## src/rtl/seq_magnitude_comparator_pkg.sv

```systemverilog
// Shared types and constants for the sequential magnitude comparator.
package cmp_pkg;

    typedef enum logic [1:0] {
        IDLE = 2'd0,
        RUN  = 2'd1,
        DONE = 2'd2
    } state_t;

    // Result flags packed as {gt, lt, eq}.
    localparam logic [2:0] RES_GT   = 3'b100;
    localparam logic [2:0] RES_LT   = 3'b010;
    localparam logic [2:0] RES_EQ   = 3'b001;
    localparam logic [2:0] RES_NONE = 3'b000;

    function automatic int ndig(input int width, input int digit);
        return width / digit;
    endfunction

endpackage

```

## src/rtl/seq_magnitude_comparator_if.sv

```systemverilog
// Operand/result handshake bundle for seq_magnitude_comparator.
interface seq_magnitude_comparator_if #(
    parameter int WIDTH = 16,
    parameter int DIGIT = 2
);
    localparam int NDIG = cmp_pkg::ndig(WIDTH, DIGIT);
    localparam int CW   = $clog2(NDIG + 1);

    logic             in_valid;
    logic             in_ready;
    logic [WIDTH-1:0] x;
    logic [WIDTH-1:0] y;
    logic             signed_mode;
    logic             gt_in;
    logic             lt_in;
    logic             out_valid;
    logic             out_ready;
    logic             xgty;
    logic             xlty;
    logic             xety;
    logic [CW-1:0]    digits_used;

    modport master (
        output in_valid, x, y, signed_mode, gt_in, lt_in, out_ready,
        input  in_ready, out_valid, xgty, xlty, xety, digits_used
    );

    modport slave (
        input  in_valid, x, y, signed_mode, gt_in, lt_in, out_ready,
        output in_ready, out_valid, xgty, xlty, xety, digits_used
    );
endinterface

```

## src/rtl/seq_magnitude_comparator_digit_compare.sv

```systemverilog
// Combinational compare of one DIGIT-bit slice of each operand.
module digit_compare #(
    parameter int DIGIT = 2
) (
    input  logic [DIGIT-1:0] a_i,
    input  logic [DIGIT-1:0] b_i,
    output logic             gt,
    output logic             lt,
    output logic             eq
);
    assign gt = (a_i > b_i);
    assign lt = (a_i < b_i);
    assign eq = (a_i == b_i);
endmodule

```

## src/rtl/seq_magnitude_comparator.sv

```systemverilog
// Multi-cycle MSB-first magnitude comparator with higher-word cascade.
// Optional build macro CMP_EARLY_EXIT_EN: finish on the first unequal digit.
module seq_magnitude_comparator
    import cmp_pkg::*;
#(
    parameter int WIDTH = 16,
    parameter int DIGIT = 2
) (
    input  logic                     clk,
    input  logic                     rst,
    seq_magnitude_comparator_if.slave bus
);
    localparam int NDIG = ndig(WIDTH, DIGIT);
    localparam int IDXW = (NDIG > 1) ? $clog2(NDIG) : 1;
    localparam int CW   = $clog2(NDIG + 1);
    localparam logic [IDXW-1:0]  LAST_IDX  = IDXW'(NDIG - 1);
    localparam logic [WIDTH-1:0] SIGN_MASK = WIDTH'(1) << (WIDTH - 1);

`ifdef CMP_EARLY_EXIT_EN
    localparam bit EARLY_EXIT = 1'b1;
`else
    localparam bit EARLY_EXIT = 1'b0;
`endif

    state_t           state_q;
    logic [WIDTH-1:0] xa_q;
    logic [WIDTH-1:0] ya_q;
    logic [IDXW-1:0]  idx_q;
    logic [CW-1:0]    cnt_q;
    logic             found_q;
    logic [2:0]       res_q;
    logic [2:0]       flags_q;
    logic             in_ready_q;
    logic             out_valid_q;

    logic [IDXW-1:0]  ridx;
    logic [DIGIT-1:0] xd;
    logic [DIGIT-1:0] yd;
    logic             dgt;
    logic             dlt;
    logic             deq;
    logic [2:0]       res_d;
    logic             last_d;
    logic             exit_d;

    // Digit idx counts from the MSB end; ridx is its position from the LSB end.
    assign ridx = LAST_IDX - idx_q;
    assign xd   = xa_q[int'(ridx) * DIGIT +: DIGIT];
    assign yd   = ya_q[int'(ridx) * DIGIT +: DIGIT];

    digit_compare #(.DIGIT(DIGIT)) u_digit (
        .a_i (xd),
        .b_i (yd),
        .gt  (dgt),
        .lt  (dlt),
        .eq  (deq)
    );

    // Once a digit has differed, later digits cannot change the verdict.
    assign res_d  = found_q ? res_q : (dgt ? RES_GT : (dlt ? RES_LT : RES_EQ));
    assign last_d = (idx_q == LAST_IDX);
    assign exit_d = last_d || (EARLY_EXIT && !deq);

    always_ff @(posedge clk) begin
        if (rst) begin
            state_q     <= IDLE;
            xa_q        <= '0;
            ya_q        <= '0;
            idx_q       <= '0;
            cnt_q       <= '0;
            found_q     <= 1'b0;
            res_q       <= RES_NONE;
            flags_q     <= RES_NONE;
            in_ready_q  <= 1'b1;
            out_valid_q <= 1'b0;
        end else begin
            case (state_q)
                IDLE: begin
                    if (bus.in_valid && in_ready_q) begin
                        // Flipping the sign bits maps two's-complement order onto unsigned order.
                        xa_q       <= bus.x ^ (bus.signed_mode ? SIGN_MASK : '0);
                        ya_q       <= bus.y ^ (bus.signed_mode ? SIGN_MASK : '0);
                        idx_q      <= '0;
                        cnt_q      <= '0;
                        found_q    <= 1'b0;
                        res_q      <= RES_NONE;
                        in_ready_q <= 1'b0;
                        if (bus.gt_in || bus.lt_in) begin
                            state_q     <= DONE;
                            out_valid_q <= 1'b1;
                            flags_q     <= bus.gt_in ? RES_GT : RES_LT;
                        end else begin
                            state_q <= RUN;
                            flags_q <= RES_NONE;
                        end
                    end
                end
                RUN: begin
                    cnt_q <= cnt_q + 1'b1;
                    idx_q <= idx_q + 1'b1;
                    if (!found_q && !deq) begin
                        found_q <= 1'b1;
                        res_q   <= res_d;
                    end
                    if (exit_d) begin
                        state_q     <= DONE;
                        out_valid_q <= 1'b1;
                        flags_q     <= res_d;
                    end
                end
                DONE: begin
                    if (bus.out_ready) begin
                        state_q     <= IDLE;
                        out_valid_q <= 1'b0;
                        in_ready_q  <= 1'b1;
                    end
                end
                default: state_q <= IDLE;
            endcase
        end
    end

    assign bus.in_ready    = in_ready_q && !rst;
    assign bus.out_valid   = out_valid_q;
    assign bus.xgty        = flags_q[2];
    assign bus.xlty        = flags_q[1];
    assign bus.xety        = flags_q[0];
    assign bus.digits_used = cnt_q;

endmodule

```

## src/flat_wrapper.sv

```systemverilog
// flat-port wrapper written by rule: the top's interface ports become plain ports
module seq_magnitude_comparator_flat import cmp_pkg::*;
#(
    parameter int WIDTH = 16,
    parameter int DIGIT = 2
)
  (clk, rst, bus_in_valid, bus_x, bus_y, bus_signed_mode, bus_gt_in, bus_lt_in, bus_out_ready, bus_in_ready, bus_out_valid, bus_xgty, bus_xlty, bus_xety, bus_digits_used);
  seq_magnitude_comparator_if #(.WIDTH(WIDTH), .DIGIT(DIGIT)) bus_i ();
  input  logic clk;
  input  logic rst;
  input wire logic [$bits(bus_i.in_valid)-1:0] bus_in_valid;
  input wire logic [$bits(bus_i.x)-1:0] bus_x;
  input wire logic [$bits(bus_i.y)-1:0] bus_y;
  input wire logic [$bits(bus_i.signed_mode)-1:0] bus_signed_mode;
  input wire logic [$bits(bus_i.gt_in)-1:0] bus_gt_in;
  input wire logic [$bits(bus_i.lt_in)-1:0] bus_lt_in;
  input wire logic [$bits(bus_i.out_ready)-1:0] bus_out_ready;
  output wire logic [$bits(bus_i.in_ready)-1:0] bus_in_ready;
  output wire logic [$bits(bus_i.out_valid)-1:0] bus_out_valid;
  output wire logic [$bits(bus_i.xgty)-1:0] bus_xgty;
  output wire logic [$bits(bus_i.xlty)-1:0] bus_xlty;
  output wire logic [$bits(bus_i.xety)-1:0] bus_xety;
  output wire logic [$bits(bus_i.digits_used)-1:0] bus_digits_used;
  assign bus_i.in_valid = bus_in_valid;
  assign bus_i.x = bus_x;
  assign bus_i.y = bus_y;
  assign bus_i.signed_mode = bus_signed_mode;
  assign bus_i.gt_in = bus_gt_in;
  assign bus_i.lt_in = bus_lt_in;
  assign bus_i.out_ready = bus_out_ready;
  assign bus_in_ready = bus_i.in_ready;
  assign bus_out_valid = bus_i.out_valid;
  assign bus_xgty = bus_i.xgty;
  assign bus_xlty = bus_i.xlty;
  assign bus_xety = bus_i.xety;
  assign bus_digits_used = bus_i.digits_used;
  seq_magnitude_comparator #(.WIDTH(WIDTH), .DIGIT(DIGIT)) u_core (.clk(clk), .rst(rst), .bus(bus_i));
endmodule
```

## config.mk

```make
export PLATFORM = sky130hd
export DESIGN_NAME = seq_magnitude_comparator_flat
export DESIGN_NICKNAME = d
export VERILOG_FILES = /design/src/rtl/seq_magnitude_comparator_pkg.sv /design/src/rtl/seq_magnitude_comparator_if.sv /design/src/rtl/seq_magnitude_comparator_digit_compare.sv /design/src/rtl/seq_magnitude_comparator.sv /design/src/flat_wrapper.sv
export SDC_FILE = /design/constraint.sdc
export NUM_CORES = 1
export LEC_CHECK = 0
export CELL_PAD_IN_SITES_DETAIL_PLACEMENT = 0
export CELL_PAD_IN_SITES_GLOBAL_PLACEMENT = 2
export CORE_MARGIN = 2
export CORE_UTILIZATION = 30
export CTS_BUF_LIST = sky130_fd_sc_hd__clkbuf_16
export DETAILED_ROUTE_END_ITERATION = 6
export GPL_ROUTABILITY_DRIVEN = 0
export PLACE_DENSITY = 0.78
export RECOVER_POWER = 25
export SLEW_MARGIN = 5
export SYNTH_ARGS = -nofsm -noshare
export SYNTH_HDL_FRONTEND = slang
export SYNTH_SLANG_ARGS = --single-unit
export TNS_END_PERCENT = 20
```

## constraint.sdc

```tcl
create_clock -name clk -period 3 [get_ports clk]
set_input_delay 0.45 -clock clk [delete_from_list [all_inputs] [get_ports clk]]
set_output_delay 0.45 -clock clk [all_outputs]
set_load 0.01 [all_outputs]
```

* After elaboration in Yosys (flattened, before gate mapping)
Cells that the tools add are included.
Word-level totals: input port bits 39, register bits 50, word-level logic and storage cells 76
Cells by class: muxes and demuxes 30, bitwise operators 2, shift operators 2, reductions and logical operators 18, add/subtract/negate cells 3, equal/unequal tests 9, $lt $le $gt $ge 2
Operators with widths (number):
- $shiftx 16x5->2 | 2
- $xor 16x16->16 | 2
- $mux 3 | 8
- $pmux 3 s2 | 3
- $mux 16 | 1
- $reduce_and 3->1 | 4
- $mux 2 | 5
- $ne 2x1->1 const B | 4
- $pmux 4 s2 | 1
- $mux 1 | 7
- $pmux 2 s3 | 1
- $reduce_and 5->1 | 1
- $add 4x1->4 const B | 1
- $mux 4 | 1
- $pmux 1 s2 | 2
- $reduce_and 2->1 | 2
- $reduce_bool 2->1 | 2
- $add 3x1->3 const B | 1
- $eq 3x3->1 const B | 1
- $logic_and 1x1->1 | 3
- $logic_not 1->1 | 3
- $pmux 1 s3 | 1
- $reduce_bool 3->1 | 1
- $sub 3x3->3 const A | 1
- other kinds (8) | 8

* Depth between registers and ports, before layout
Gate-level depths: netlist of run 1.
depth in word-level cells 8, gate-level depth with buffers 8, mapped depth without buffers 7

* Cells and area by module
A second synthesis of run 1 with hierarchy kept.
Unflattened totals: cells, all modules 270, area total of the unflattened synthesis 2383.5 um2
Modules (own cells, without submodules):
- seq_magnitude_comparator | cells an instance 261, area each 2321.0 um2, sequential area each 1001.0 um2, times used 1
- digit_compare | cells an instance 9, area each 62.6 um2, sequential area each 0.0 um2, times used 1

* Worst setup path after synthesis of run 1
OpenSTA, ideal clock, no wires.
path type flip-flop to flip-flop, start register u_core.idx_q[0], end register u_core.res_q[1], arrival 2342 ps, cell stages (with the launch flop) 9, period minus slack after synthesis 2412 ps, setup slack 588 ps, cell sequence dfxtp_1 buf_2 mux4_2 mux2_2 ha_1 a21oi_1 a21oi_2 a211o_1 a21oi_1
Between the ends: longest elaborated chain between the ends 8
RTL lines:
- start, declared | line seq_magnitude_comparator.sv:28 | logic [IDXW-1:0] idx_q;
- start signal, assigned | line seq_magnitude_comparator.sv:100 | idx_q <= idx_q + 1'b1;
- $sub 3x3->3 * | line seq_magnitude_comparator.sv:47 | assign ridx = LAST_IDX - idx_q;
- $shiftx 16x5->2 (on tied branches) | line seq_magnitude_comparator.sv:48, seq_magnitude_comparator.sv:49
- $lt 2x2->1 | line seq_magnitude_comparator_digit_compare.sv:12 | assign lt = (a_i < b_i);
- $mux 2 | line seq_magnitude_comparator.sv:60 | assign res_d = found_q ? res_q : (dgt ? RES_GT : (dlt ? RES_LT : RES_EQ));
- $mux 3 (2 in series) | line seq_magnitude_comparator.sv:60
- $mux 3 | line seq_magnitude_comparator.sv:101 | if (!found_q && !deq) begin
- $pmux 3 s2 | line seq_magnitude_comparator.sv:77 | case (state_q)
- end signal, assigned | line seq_magnitude_comparator.sv:103 | res_q <= res_d;
- end, declared | line seq_magnitude_comparator.sv:31 | logic [2:0] res_q;
Mark *: on every way between the ends. The rest lies on a longest branch, timed or not. The select of a mux whose other input is x is not followed. A chain may end at the register's enable or synchronous reset.

* Worst setup path in the final report of run 1
Same ends and word-level chain as after synthesis.

==> flow_summary.ini, run 1 <==
[clock_network]
cts-resized-gates = 0
cts_sinks = 50
cts_root_buf = clkbuf_16
clk_pin_slew_ps = 60
cts_tree = done
cts_hold_buf = 0
cts_setup_buffers = 0
numCtsBuffers = 5
clk_latency_ps = 290
htreeDepth = 2
cts.path.max_buffers = 2

[timing]
relSlewSlack = 0.389
fin_crit_sh = 0.872
hold_viol = 0
setup_violations = 0
max_slew.worst_pin.slew_ps = 916
tns_ps = 0
min_period_ps = 2610
clock.fmax_ghz = 0.382
clock-skew-final_ps = 2.74
slew_violations = 0
rsz0062_at_grt = false

[cells_and_area]
finalNonFillerCells = 399
regArea_sq_mm = 0.00100
nFillCells = 771
diodes = 0
drive_gt1_frac = 0.0867
multi_input_area_sq_mm = 0.00113
final_util = 0.404
fin_nets = 343
area_growth_pct = 30.4

[status]
outcome = finished, final reports clean

[drt]
wl_per_cell_um = 13.4
dr.pass1.iters = 4
ant_nets = 0
drc = 0
drt-initial-drc-count = 46
wirelength_mm = 5.34
avgViaCountPerCell = 4.75
vias = 1896

[worst_setup_path]
r2r_slack_ps = 390
worst_r2r_startpoint = u_core.idx_q[0]
r2r.worst_path.cells = 8
startpoint_type = flop
worstSetupPathType = flop to flop
cp.required_ps = 3220
cp-end-kind = flop
critical_path.max_fanout = 8
rr_endpoint = u_core.res_q[1]
crit_arrival_ps = 2830

[logic_synthesis]
ys.warnings.count = 0
synth_area_leaders = dfxtp_1 45%, nand2_1 11%, a21oi_1 8.7%
ys_ff_latch = 50
synth.distinct_cells = 41
synth_top_area_cell = dfxtp_1
syn_area_sq_mm = 0.00225
syn-num-nets = 302
syn_avg_cell_area_sq_um = 8.71
synthCells = 258
ys_seq_area_frac = 0.446
synth_top_area_share = 0.446

[floorplanning]
die-width_um = 90.5
io_pins = 48
dieArea_sq_mm = 0.00819
num_rows = 31
start_util = 0.310
die_h_um = 90.5
core_area_sq_mm = 0.00725

[pwr]
p_per_area_mw_per_mm2 = 525
power_frac_comb = 0.163
peakVddDrop_mv = 0.195
p_leak_nw = 1.05
power.share.clock = 0.356
swShare = 0.258
switching_power_mw = 0.397
p_int_mw = 1.14
p_seq_frac = 0.480

[hold_path]
whs_endpoint = u_core.ya_q[7]
hold_depth = 2
min-delay-start = u_core.ya_q[7]
hold_class = flop to flop

[grt]
overflow = 0
grt_pass1_vias = 1852
grt_start_max_net_pins = 52
grt_pass1_wl_mm = 8.98
antenna_found_initial = 0
grt_use_total = 0.137

[flow_run]
drv_cap = 0

[place]
io_buffers = 47
dp_hpwl_mm = 3.83
dpl.cell_count = 391
## critical path, cell delays in order (launching register included)
cell and delay [ps]:
dfxtp_1 580, buf_4 220, mux4_2 500, mux2i_1 160, ha_1 270, a21oi_1 280
a21oi_2 120, a211o_1 290, a21oi_1 140
## cell families (layout without fill, tap and decap cells)
| logic type | Yosys count | count (layout) | synth area share |
|---|---|---|---|
| compound gates | 65 | 65 | 0.172 |
| mux | 13 | 13 | 0.104 |
| xor+xnor | 2 | 2 | 0.00780 |
| buf+inv | 24 | 66 | 0.0507 |
| flops | 50 | 50 | 0.446 |
| simple gates | 99 | 99 | 0.193 |
| fa+ha+maj | 5 | 5 | 0.0279 |
## routing by layer
metal / share of wire / GRT usage / vias to the layer above
li1: - / - / 979
met3: 0.038 / 0.0342 / 7
met1: 0.48 / 0.177 / 871
met5: 0 / 0 / -
met2: 0.47 / 0.225 / 39
met4: 0.014 / 0.0462 / 0
## cells in the final DEF, fill, tap and decap left out, types with 5 or more instances in the layout
cell              n
mux4_2            8
nand2_1          66
clkdlybuf4s50_1  45
dfxtp_1          50
nor2_1           14
inv_1             5
buf_4             6
clkbuf_16         5
o21ai_0           5
ha_1              5
a21oi_1          39
## final cells by class
cell class | instances | area share
Clock inverter | 3 | 0.00598
Sequential cell | 50 | 0.342
Multi-Input combinational cell | 184 | 0.386
Tap cell | 99 | 0.0423
Clock buffer | 5 | 0.0427
Timing Repair Buffer | 54 | 0.176
Inverter | 4 | 0.00513
## sequential cells by signal, summed over array words and instances (netlist names)
name	flops
u_core.in_ready_q	1
u_core.bus.out_valid	1
u_core.res_q	3
u_core.idx_q	3
u_core.found_q	1
u_core.ya_q	16
u_core.flags_q	3
u_core.state_q	2
u_core.xa_q	16
u_core.bus.digits_used	4
## power groups by stage
stage	registers, mW	clock network (mW)	logic [mW]
2_1_floorplan	0.739	0	0.162
3_3_place_gp	0.755	0	0.255
3_5_place_dp	0.754	0	0.256
4_1_cts	0.739	0.562	0.257
5_1_grt	0.745	0.596	0.282
6_report	0.738	0.547	0.251
## synthesized netlist by cell type
cell	count
buf_4	1
a22oi_1	3
a221oi_1	2
nand3b_1	2
buf_2	10
a211oi_1	4
a311oi_1	1
nand2_1	66
dfxtp_1	50
nand2b_1	2
nand4_1	1
a21o_1	2
and4bb_1	1
xnor2_1	2
or4_1	1
a31oi_1	2
ha_1	5
mux4_2	8
o21bai_1	1
o2111ai_1	1
o32a_1	1
a21oi_1	39
or2_2	1
nand3_1	2
and3b_1	1
mux2_2	2
a21oi_2	1
a32oi_1	1
mux2i_1	3
o21ai_0	5
buf_6	1
a211o_1	1
o22ai_1	1
nand4bb_1	1
nor2b_1	4
or3_1	1
inv_1	4
nor2_1	14
and2_0	1
clkbuf_1	8
nor3_1	1
## stage by stage
| stage | cell area [sq um] | hold slack, ps | power [mW] | setup WS (ps) |
|---|---|---|---|---|
| 2_1_floorplan | 2250 | 428 | 0.901 | 588 |
| 3_3_place_gp | 2790 | 439 | 1.01 | 417 |
| 3_5_place_dp | 2790 | 447 | 1.01 | 377 |
| 4_1_cts | 2930 | 457 | 1.56 | 351 |
| 5_1_grt | 2930 | 475 | 1.62 | 182 |
| 6_report | 2930 | 454 | 1.54 | 385 |
## worst max-delay path by stage
| stage | endpoint | slack [ps] | start |
|---|---|---|---|
| after floorplan | u_core.res_q[1] | 590 | u_core.idx_q[0] |
| after global placement | u_core.res_q[1] | 420 | u_core.idx_q[0] |
| after detailed placement | u_core.res_q[1] | 380 | u_core.idx_q[0] |
| after CTS | u_core.res_q[1] | 350 | u_core.idx_q[0] |
| after global routing | u_core.res_q[1] | 180 | u_core.idx_q[0] |
| final | u_core.res_q[1] | 390 | u_core.idx_q[0] |
No activity file was read; power rests on OpenSTA's default activity.
==> run 2: changes to the inputs <==
CTS_BUF_LIST = not set   (was sky130_fd_sc_hd__clkbuf_16)
MAX_ROUTING_LAYER = met4   (was not set)
==> run 2 against run 1 <==
Compared with the run above: sequential share of layout area is 0.67 points higher; combinational power about the same; critical endpoint unchanged; fmax down 0.35%; non-clock buffer count is the same; via count decreased by 0.90%; total power shrank 11%; sequential power is essentially flat; cell count did not move; worst setup slack got worse by 9.3 ps; routed wire length decreased by 1.6%; flip-flop and latch count is the same.
==> flow_summary.ini, run 2 (synthesized netlist as in run 1, its figures left out) <==
[grt]
grt_start_max_net_pins = 52
grt_pass1_vias = 1864
grt_pass1_wl_mm = 8.94
grt_use_total = 0.138
antenna_found_initial = 0
overflow = 0

[clock_network]
cts-resized-gates = 0
htreeDepth = 2
cts_sinks = 50
clk_latency_ps = 300
cts_tree = done
cts.path.max_buffers = 2
numCtsBuffers = 5
clk_pin_slew_ps = 90
cts_hold_buf = 0
cts_root_buf = clkbuf_8
cts_setup_buffers = 0

[floorplanning]
io_pins = 48
start_util = 0.310
num_rows = 31
core_area_sq_mm = 0.00725
dieArea_sq_mm = 0.00819
die_h_um = 90.5
die-width_um = 90.5

[timing]
min_period_ps = 2620
clock-skew-final_ps = 7.35
clock.fmax_ghz = 0.381
slew_violations = 0
hold_viol = 0
tns_ps = 0
relSlewSlack = 0.387
setup_violations = 0
fin_crit_sh = 0.875
max_slew.worst_pin.slew_ps = 920
rsz0062_at_grt = false

[cells_and_area]
layout_commonest_cell = nand2_1
drive_gt1_frac = 0.0867
fin_nets = 343
area_growth_pct = 27.9
final_util = 0.396
nFillCells = 780
final_cell_mix = 66 x nand2_1, 50 x dfxtp_1, 45 x clkdlybuf4s50_1
diodes = 0
finalNonFillerCells = 399

[worst_setup_path]
worstSetupPathType = flop to flop
cp-end-kind = flop
r2r.worst_path.cells = 8
critical_path.max_fanout = 8
cp.required_ps = 3230
crit_arrival_ps = 2860
startpoint_type = flop

[pwr]
p_leak_nw = 1.02
p_per_area_mw_per_mm2 = 479
peakVddDrop_mv = 0.178

[drt]
wl_per_cell_um = 13.2
ant_nets = 0
drc = 0
avgViaCountPerCell = 4.71
drt-initial-drc-count = 37
wirelength_mm = 5.25
vias = 1879
dr.pass1.iters = 4

[place]
io_buffers = 47
dpl.cell_count = 391
dp_hpwl_mm = 3.83

[status]
outcome = finished, final reports clean

[hold_path]
hold_class = flop to flop
hold_depth = 2

[flow_run]
drv_cap = 0
run 2: changes by cell type in the layout (fill, tap and decap cells not counted):
| cell | before | now |
|---|---|---|
| clkbuf_1 | 1 | 2 |
| clkbuf_16 | 5 | 0 |
| clkbuf_8 | 0 | 5 |
| inv_1 | 5 | 4 |
run 2: final timing paths:
check | start | endpoint | slack [ps]
min | u_core.ya_q[8] | u_core.ya_q[8] | 460
max reg2reg | u_core.idx_q[0] | u_core.res_q[1] | 380
min reg2reg | u_core.ya_q[8] | u_core.ya_q[8] | 460
max | u_core.idx_q[0] | u_core.res_q[1] | 380
run 2: critical path, cell delays in order, from the launching register on:
cell	delay, ps
dfxtp_1	590
buf_4	220
mux4_2	500
mux2i_1	160
ha_1	270
a21oi_1	280
a21oi_2	120
a211o_1	290
a21oi_1	130
run 2: area by class of cell:
class	instances	area, sq um	area share
repair buffers	54	514	0.179
clock inverters	2	13.8	0.00479
well taps	99	124	0.0431
multi-input cells	184	1130	0.394
clock buffers	6	72.6	0.0253
flip-flops and latches	50	1000	0.349
inverters	4	15.0	0.00523
run 2: power breakdown:
part | switching, mW | internal, mW | total [mW]
clock network | 0.221 | 0.165 | 0.386
registers | 0.0316 | 0.705 | 0.737
logic | 0.123 | 0.128 | 0.251
run 2: routing by layer:
metal | track usage | part of all wire
met2 | 0.226 | 0.47
met1 | 0.175 | 0.48
met5 | - | 0
met4 | 0.0308 | 0.010
met3 | 0.0309 | 0.039
run 2: stage by stage:
step           hold WS (ps)  worst slack [ps]  instance area, sq um  power, mW
6_report                456               376                  2870       1.37
5_1_grt                 479               173                  2870       1.45
4_1_cts                 460               332                  2880       1.39
3_5_place_dp            447               377                  2790       1.01
3_3_place_gp            439               417                  2790       1.01
2_1_floorplan           428               588                  2250      0.901
==> run 3: changes to the inputs <==
CTS_CLUSTER_DIAMETER = 200   (was not set)
==> results of run 3 <==
The final DEF is identical to that of run 2; final timing and power are the same.
